===== config.mk =====
export PLATFORM = sky130hd
export DESIGN_NAME = stbus_clk_gen
export DESIGN_NICKNAME = d
export VERILOG_FILES = /design/src/rtl/stbus_clk_gen.sv
export SDC_FILE = /design/constraint.sdc
export NUM_CORES = 1
export LEC_CHECK = 0
export ABC_AREA = 1
export CAP_MARGIN = 10
export CORE_ASPECT_RATIO = 1.25
export CORE_UTILIZATION = 55
export CTS_CLUSTER_DIAMETER = 80
export DETAILED_ROUTE_END_ITERATION = 12
export DONT_BUFFER_PORTS = 1
export PLACE_DENSITY = 0.7
export SLEW_MARGIN = 30
export SYNTH_ARGS = -nofsm -noshare
export SYNTH_HDL_FRONTEND = slang
export SYNTH_SLANG_ARGS = --single-unit

===== constraint.sdc =====
create_clock -name c4 -period 11.97 [get_ports c4]
set_clock_uncertainty 0.2 [all_clocks]
set_input_delay 1.197 -clock c4 [delete_from_list [all_inputs] [get_ports c4]]
set_output_delay 1.197 -clock c4 [all_outputs]
set_load 0.1 [all_outputs]

===== src/rtl/stbus_clk_gen.sv =====
`default_nettype none
// ============================================================================
//  Module      : stbus_clk_gen
//  Description : Frame-locked multi-channel clock/enable generator. Locks to
//                the active-low f0 frame pulse in the c4 domain and derives
//                per-channel TX/RX enables and 50% clocks.
//  Revision    : 1.0  initial release
// ============================================================================
module stbus_clk_gen #(
    parameter int N_CH      = 2,
    parameter int FRAME_LEN = 512,
    parameter int CW        = 9,
    parameter int DIV_W     = 4,
    parameter int LOCK_CNT  = 2,
    parameter int MISS_MAX  = 3
) (
    input  logic                   c4,
    input  logic                   rst_n,
    input  logic                   f0,
    input  logic [N_CH*DIV_W-1:0]  div_cfg,
    input  logic [N_CH*DIV_W-1:0]  rx_ofs,
    output logic [CW-1:0]          frame_cnt,
    output logic                   lock,
    output logic                   frame_err,
    output logic [N_CH-1:0]        clk_en_tx,
    output logic [N_CH-1:0]        clk_en_rx,
    output logic [N_CH-1:0]        clk_tx,
    output logic [N_CH-1:0]        clk_rx
);
    localparam int              c_hw       = DIV_W + 1;
    localparam int              c_pw       = DIV_W + 2;
    localparam int              c_gw       = $clog2(LOCK_CNT + 1);
    localparam int              c_mw       = $clog2(MISS_MAX + 1);
    localparam logic [CW-1:0]   c_last     = CW'(FRAME_LEN - 1);
    localparam logic [c_gw-1:0] c_lock_cnt = c_gw'(LOCK_CNT);
    localparam logic [c_mw-1:0] c_miss_max = c_mw'(MISS_MAX);

    typedef enum logic [1:0] {
        S_HUNT   = 2'd0,
        S_VERIFY = 2'd1,
        S_LOCKED = 2'd2
    } state_t;

    state_t          state_q, state_d;
    logic [CW-1:0]   cnt_q, cnt_d;
    logic [c_gw-1:0] good_q, good_d;
    logic [c_mw-1:0] miss_q, miss_d;
    logic            f0_q;
    logic            err_q, err_d;
    logic            lock_q;
    logic            w_marker, w_wrap, w_new_frame, w_lock_d;

    assign w_marker    = f0_q & ~f0;
    assign w_wrap      = (cnt_q == c_last);
    assign w_new_frame = (cnt_d == '0);
    assign w_lock_d    = (state_d == S_LOCKED);

    always_comb begin
        state_d = state_q;
        cnt_d   = w_wrap ? '0 : cnt_q + CW'(1);
        good_d  = good_q;
        miss_d  = miss_q;
        err_d   = 1'b0;
        case (state_q)
            S_HUNT: begin
                if (w_marker) begin
                    cnt_d   = '0;
                    good_d  = c_gw'(1);
                    state_d = S_VERIFY;
                end
            end
            S_VERIFY: begin
                if (w_wrap) begin
                    if (w_marker) begin
                        good_d = good_q + c_gw'(1);
                        if (good_d >= c_lock_cnt) begin
                            state_d = S_LOCKED;
                            miss_d  = '0;
                        end
                    end else begin
                        state_d = S_HUNT;
                        good_d  = '0;
                        err_d   = 1'b1;
                    end
                end else if (w_marker) begin
                    cnt_d  = '0;
                    good_d = c_gw'(1);
                    err_d  = 1'b1;
                end
            end
            S_LOCKED: begin
                // Misplaced markers are flagged but never move the flywheel.
                if (w_wrap) begin
                    if (w_marker) begin
                        miss_d = '0;
                    end else begin
                        miss_d = miss_q + c_mw'(1);
                        err_d  = 1'b1;
                        if (miss_d >= c_miss_max) begin
                            state_d = S_HUNT;
                            miss_d  = '0;
                        end
                    end
                end else if (w_marker) begin
                    err_d = 1'b1;
                end
            end
            default: state_d = S_HUNT;
        endcase
    end

    always_ff @(posedge c4 or negedge rst_n) begin
        if (!rst_n) begin
            state_q <= S_HUNT;
            cnt_q   <= '0;
            good_q  <= '0;
            miss_q  <= '0;
            f0_q    <= 1'b1;
            err_q   <= 1'b0;
            lock_q  <= 1'b0;
        end else begin
            state_q <= state_d;
            cnt_q   <= cnt_d;
            good_q  <= good_d;
            miss_q  <= miss_d;
            f0_q    <= f0;
            err_q   <= err_d;
            lock_q  <= w_lock_d;
        end
    end

    assign frame_cnt = cnt_q;
    assign lock      = lock_q;
    assign frame_err = err_q;

    for (genvar i = 0; i < N_CH; i++) begin : g_ch
        logic [DIV_W-1:0] w_div, w_ofs_in;
        logic [c_hw-1:0]  w_h_in, h_q, h_d;
        logic [c_pw-1:0]  w_p_in, w_ofs_ext, w_ofs_cl, p_q, p_d;
        logic [c_pw-1:0]  ofs_q, ofs_d, k_q, k_d, w_rel;
        logic             etx_q, erx_q, tx_q, rx_q;

        assign w_div     = div_cfg[i*DIV_W +: DIV_W];
        assign w_ofs_in  = rx_ofs[i*DIV_W +: DIV_W];
        assign w_h_in    = {1'b0, w_div} + c_hw'(1);
        assign w_p_in    = {w_h_in, 1'b0};
        assign w_ofs_ext = {2'b00, w_ofs_in};
        assign w_ofs_cl  = (w_ofs_ext >= w_p_in) ? w_p_in - c_pw'(1) : w_ofs_ext;

        // The config taking effect at a frame start also decodes that cycle.
        assign h_d   = w_new_frame ? w_h_in : h_q;
        assign ofs_d = w_new_frame ? w_ofs_cl : ofs_q;
        assign p_d   = {h_d, 1'b0};
        assign p_q   = {h_q, 1'b0};
        assign k_d   = w_new_frame ? '0 :
                       (k_q == p_q - c_pw'(1)) ? '0 : k_q + c_pw'(1);
        assign w_rel = (k_d >= ofs_d) ? k_d - ofs_d : k_d + p_d - ofs_d;

        always_ff @(posedge c4 or negedge rst_n) begin
            if (!rst_n) begin
                h_q   <= c_hw'(1);
                ofs_q <= '0;
                k_q   <= '0;
                etx_q <= 1'b0;
                erx_q <= 1'b0;
                tx_q  <= 1'b0;
                rx_q  <= 1'b0;
            end else begin
                h_q   <= h_d;
                ofs_q <= ofs_d;
                k_q   <= k_d;
                etx_q <= w_lock_d & (k_d == '0);
                erx_q <= w_lock_d & (k_d == ofs_d);
                tx_q  <= w_lock_d & (k_d < {1'b0, h_d});
                rx_q  <= w_lock_d & (w_rel < {1'b0, h_d});
            end
        end

        assign clk_en_tx[i] = etx_q;
        assign clk_en_rx[i] = erx_q;
        assign clk_tx[i]    = tx_q;
        assign clk_rx[i]    = rx_q;
    end
endmodule
`default_nettype wire


Word level (Yosys, flattened, before mapping)

Cells that the tools add are included.

Add/subtract/negate cells: 17
Order comparisons: 10
Eq/ne operators: 12
Mux-type cells: 39
Bitwise operators: 10
Reduce and logical (&&, ||, !) cells: 8

Operators by type and width:

| operator            | count |
|---|---|
| $mux 6              | 10 |
| $mux 2              | 16 |
| $mux 9              | 3 |
| $eq 6x6->1          | 4 |
| $lt 6x5->1          | 4 |
| $sub 6x1->6 const B | 4 |
| $sub 6x6->6         | 4 |
| $pmux 9 s2          | 1 |
| $add 6x1->6 const B | 2 |
| $add 6x6->6         | 2 |
| $ge 4x6->1          | 2 |
| $ge 6x6->1          | 2 |
| $logic_not 6->1     | 2 |
| $add 4x1->5 const B | 2 |
| $mux 5              | 2 |
| $add 9x1->9 const B | 1 |
| $and 1x1->1         | 9 |
| $eq 9x9->1 const B  | 1 |
| $logic_not 9->1     | 1 |
| $ne 2x2->1 const B  | 4 |
| $pmux 2 s2          | 2 |
| $pmux 2 s3          | 1 |
| $reduce_and 5->1    | 1 |
| $add 2x1->2 const B | 2 |
| other kinds (8)     | 14 |

Flip-flop bits (word level): 60
Logic and storage cells: 117

Logic depth before layout (Yosys ltp)

Depth in word-level cells: 12
Gate-level depth with buffers: 38
Depth with buffers taken out: 36

Worst setup path after synthesis

Ideal clock, no wire load.

Kind: reg2reg
From: register cnt_q[1] (netlist: frame_cnt[1])
To: register g_ch[1].rx_q
Data arrival time: 4944 ps
Data required time: 11699 ps
Slack: 6755 ps
Stages on the path, launching flop included: 30
Buffers on the path: 2
Path through: dfrtp_1 ha_1 nand2_1 inv_1 nand2_1 nor2_1 ha_1 inv_1 o211ai_1 nand2_1 nor2_1 nand3_2 buf_6 buf_6 a21oi_1 o21ai_0 nand2_1 xor2_1 inv_1 ha_1 ha_1 fa_1 xnor2_1 o21ai_0 ha_1 a21oi_1 nand2_1 a21oi_1 nand2_1 nor2_1

Elaborated cells on any way between the ends: 21

RTL lines:

| item                                             | line   | source |
|---|---|---|
| start, declared                                  | 45     | `logic [CW-1:0] cnt_q, cnt_d;` |
| start signal, assigned                           | 123    | `cnt_q <= cnt_d;` |
| $add 9x1->9 / $eq 9x9->1 (equally long branches) | 60, 54 |  |
| $mux 9                                           | 60     | `cnt_d = w_wrap ? '0 : cnt_q + CW'(1);` |
| $mux 9                                           | 66, 85 |  |
| $mux 9                                           | 73     | `if (w_wrap) begin` |
| $pmux 9 s2 (*)                                   | 64     | `case (state_q)` |
| $logic_not 9->1 (*)                              | 55     | `assign w_new_frame = (cnt_d == '0);` |
| $mux 6 (*)                                       | 152    | `assign ofs_d = w_new_frame ? w_ofs_cl : ofs_q;` |
| via g_ch[1].ofs_d[1]                             | 140    | `logic [c_pw-1:0] ofs_q, ofs_d, k_q, k_d, w_rel;` |
| $sub 6x6->6 / $ge 6x6->1 (equally long branches) | 157    | `assign w_rel = (k_d >= ofs_d) ? k_d - ofs_d : k_d + p_d - ofs_d;` |
| $mux 6 (*)                                       | 157    |  |
| $lt 6x5->1 (*)                                   | 175    | `rx_q <= w_lock_d & (w_rel < {1'b0, h_d});` |
| $and 1x1->1 (*)                                  | 175    |  |
| end signal, assigned                             | 175    |  |
| end, declared                                    | 141    | `logic etx_q, erx_q, tx_q, rx_q;` |

Mark *: on every way through the listed nets, which the timed path passes. The rest lies on a longest branch.
A chain may end at the register's enable or synchronous reset.

Worst setup path in the final report

From: register cnt_q[0] (netlist: frame_cnt[0])
To: register g_ch[1].rx_q

Same word-level chain as after synthesis.

==> metrics.md <==
| Metric | Value |
|---|---|
| Unique masters post-synth | 39 |
| Min Tclk post-route | about 6.3 ns |
| R2R depth | 29 |
| Synth cell count leaders | 155 x nand2_1, 144 x inv_1, 58 x nor2_1 |
| Yosys reg bits | 60 |
| Worst R2R End | g_ch[1].rx_q$_DFF_PN0_ |
| Status | complete, no violations |
| Leading area contributor after synthesis | dfrtp_1 |
| Slew headroom | 0.328 |
| Synthesized Nets | between 700 and 800 |
| Share of layout cells above drive strength 1 | 0.0813 |
| Final net count | 790 |
| Clock sinks | 60 |
| Total track usage | 0.242 |
| Max incr delay on CP | 0.98 ns |
| CP Max Fanout | 38 |
| Routed Wire Length | 10.8 mm |
| CTS clk-pin slew, worst paths | about 0.050 ns |
| Setup_tns | 0 ns |
| N_diodes | 0 |
| Final Hold Vio Count | 0 |
| Largest net degree at the start of global routing | between 60 and 70 |
| Reg area | ~1500 sq um |
| Flop-to-flop setup slack | about 5.7 ns |
| Clk buf depth | 2 |
| Startpoint Class | flip-flop |
| Worst r2r src | frame_cnt[0]$_DFF_PN0_ |
| Maxcap violations | 0 |
| Synthesized cell area | approximately 5200 sq um |
| Footprint of the multi-input gates | between 3000 and 4000 sq um |
| CTS tree | yes |
| Grt total ovfl | 0 |
| Die X-Extent | around 89 microns |
| Num ports | 38 |
| DR vias/cell | about 5 |
| Endpoint type of the worst setup path | flip-flop |
| Clock latency on the worst-skew pair | 0.33 ns |
| Average size of a mapped cell | ~7.3 sq um |
| Final core occ | 0.602 |
| Ys flop type | dfrtp_1 |
| Hold crit path type | flip-flop to flip-flop |
| Routability Congestion | 0.872 |
| DP Wirelength | 8.70 mm |
| CP Class | flip-flop to flip-flop |
| Core region area | about 9200 sq um |
| Post-route ant nets | 0 |
| Port Buf Inserts | 0 |
| Share of Yosys cell area claimed by the top area cell type | 0.275 |
| H-tree levels | 3 |
| Most common cell in the netlist | nand2_1 |
| Postcts setup bufs | 0 |
| Top post-synthesis cells by area | dfrtp_1 27%, ha_1 13%, nand2_1 11%, inv_1 10%, nand3_1 4.7% |
| Max-slew violation count | 0 |
| Actual slew at the worst max-slew pin | 1.01 ns |
| Slowest-stage cell, CP | dfrtp_1 |
| Root Buffer Master | clkbuf_16 |
| RSZ-0062 raised after global routing | false |
| Synthesized instance count | just over 700 |
| Worst Hold End | g_ch[1].ofs_q[3]$_DFF_PN0_ |
| Critical Path RT | 12.03 ns |
| Inserted Clock Buffers | 9 |
| Initial core utilization | 0.566 |
| Fill cell count | 870 |
| First-pass GRT wire length | around 18 mm |
| Sequential area share after synthesis | 0.290 |
| 1st-iter DRT viols | 210 |
| Fmax | around 160 MHz |
| Initial antenna violation count | 0 |
| Die area | between 9000 and 10,000 sq um |
| Cts hold-fix bufs | 0 |
| Hold path depth | 2 |
| Setup violations, final | 0 |
| Vias in the first global route | roughly 4,300 |
| Post-synth ARST share | 1.00 |
| DRC Markers | 0 |
| FP Rows | 39 |
| Arrival @ worst endpoint | around 6.4 ns |
| Number of enable flip-flop cells after synthesis | 0 |
| Most frequent cell on the critical path | nand2_1 |
| Post-CTS resize count | 0 |
| Hold_sp | g_ch[1].ofs_q[3]$_DFF_PN0_ |
| Die Span Y | around 110 microns |
| Area growth from synthesis to layout | 6.26% |
| Final period utilization | 0.525 |
| Number of synthesis warnings | 0 |
| Vias | 4,289 |
| Avg WL per Cell | 12.9 microns |
| TritonRoute pass-1 iters | 5 |
flip-flops by register name, indices dropped and copies added, names as in the netlist, 9 cells and up:
| name | count |
|---|---|
| g_ch.k_q | 12 |
| g_ch.h_q | 10 |
| frame_cnt | 9 |
| g_ch.ofs_q | 12 |
logic make-up after synthesis:
logic type | count (synthesis) | share of synthesized area
AO/OA/AOI/OAI | 80 | 0.0947
XOR/XNOR | 34 | 0.0588
adder cells (fa/ha/maj) | 63 | 0.162
buffers and inverters | 164 | 0.132
flip-flops | 60 | 0.290
multiplexers | 2 | 0.00385
AND/OR/NAND/NOR | 307 | 0.260
metrics by stage:
stage	instances	area [sq um]	setup slack (ns)	hold WS, ns
finish	836	5520	5.69	0.289
detailed placement	820	5240	5.68	0.277
global placement	820	5240	5.92	0.275
global route	836	5520	5.10	0.323
CTS	836	5520	5.67	0.288
floorplan	710	5190	6.76	0.245
cells in the final DEF (no fill, tap or decap), drive strengths merged:
cell      n
dfstp     3
clkinv    1
clkbuf   15
xor2     16
a32oi     1
xnor2    18
dfrtp    57
o21bai   10
fa        7
nor2     66
nand4     6
or2       3
inv     150
mux2i     2
o211ai    7
nor4      2
o22ai     2
a211oi    3
a31oi     1
a21oi    13
nor3      7
nand3    52
o21ai    40
buf       1
nand3b    2
nand2   169
ha       56
a21boi    3
worst max path at each step:
stage,endpoint,slack [ns],cells past startpoint,from
floorplan,g_ch[1].rx_q$_DFF_PN0_,6.76,29,frame_cnt[1]$_DFF_PN0_
global placement,g_ch[1].rx_q$_DFF_PN0_,5.92,29,frame_cnt[1]$_DFF_PN0_
detailed placement,g_ch[1].rx_q$_DFF_PN0_,5.68,27,frame_cnt[0]$_DFF_PN0_
CTS,g_ch[1].rx_q$_DFF_PN0_,5.67,27,frame_cnt[0]$_DFF_PN0_
global route,g_ch[1].rx_q$_DFF_PN0_,5.10,29,frame_cnt[0]$_DFF_PN0_
finish,g_ch[1].rx_q$_DFF_PN0_,5.69,29,frame_cnt[0]$_DFF_PN0_
worst max-delay path, delay by kind of cell, from the launching register on:
| kind | cells | cell delay (ns) |
|---|---|---|
| adder cells (fa/ha/maj) | 6 | 1.80 |
| XOR/XNOR | 2 | 0.29 |
| flip-flops | 1 | 0.98 |
| AND/OR/NAND/NOR | 12 | 1.61 |
| AO/OA/AOI/OAI | 5 | 0.93 |
| buffers and inverters | 4 | 0.40 |
cell type report:
class / instances / area share
Clock buffer: 15 / 0.0503
Clock inverter: 1 / 0.000907
Inverter: 150 / 0.102
Multi-Input combinational cell: 486 / 0.545
Sequential cell: 60 / 0.273
Tap cell: 123 / 0.0279
Timing Repair Buffer: 1 / 0.00136
per-layer routing:
metal,vias up,part of all wire,GRT usage
li1,2215,-,-
met1,1990,0.43,0.276
met2,73,0.52,0.441
met3,11,0.034,0.0477
met4,0,0.016,0.0742
met5,-,0,0
Power is left out: the tool's default activity adds up to more than one toggle a clock period on the data nets, which glitch-free logic cannot reach.
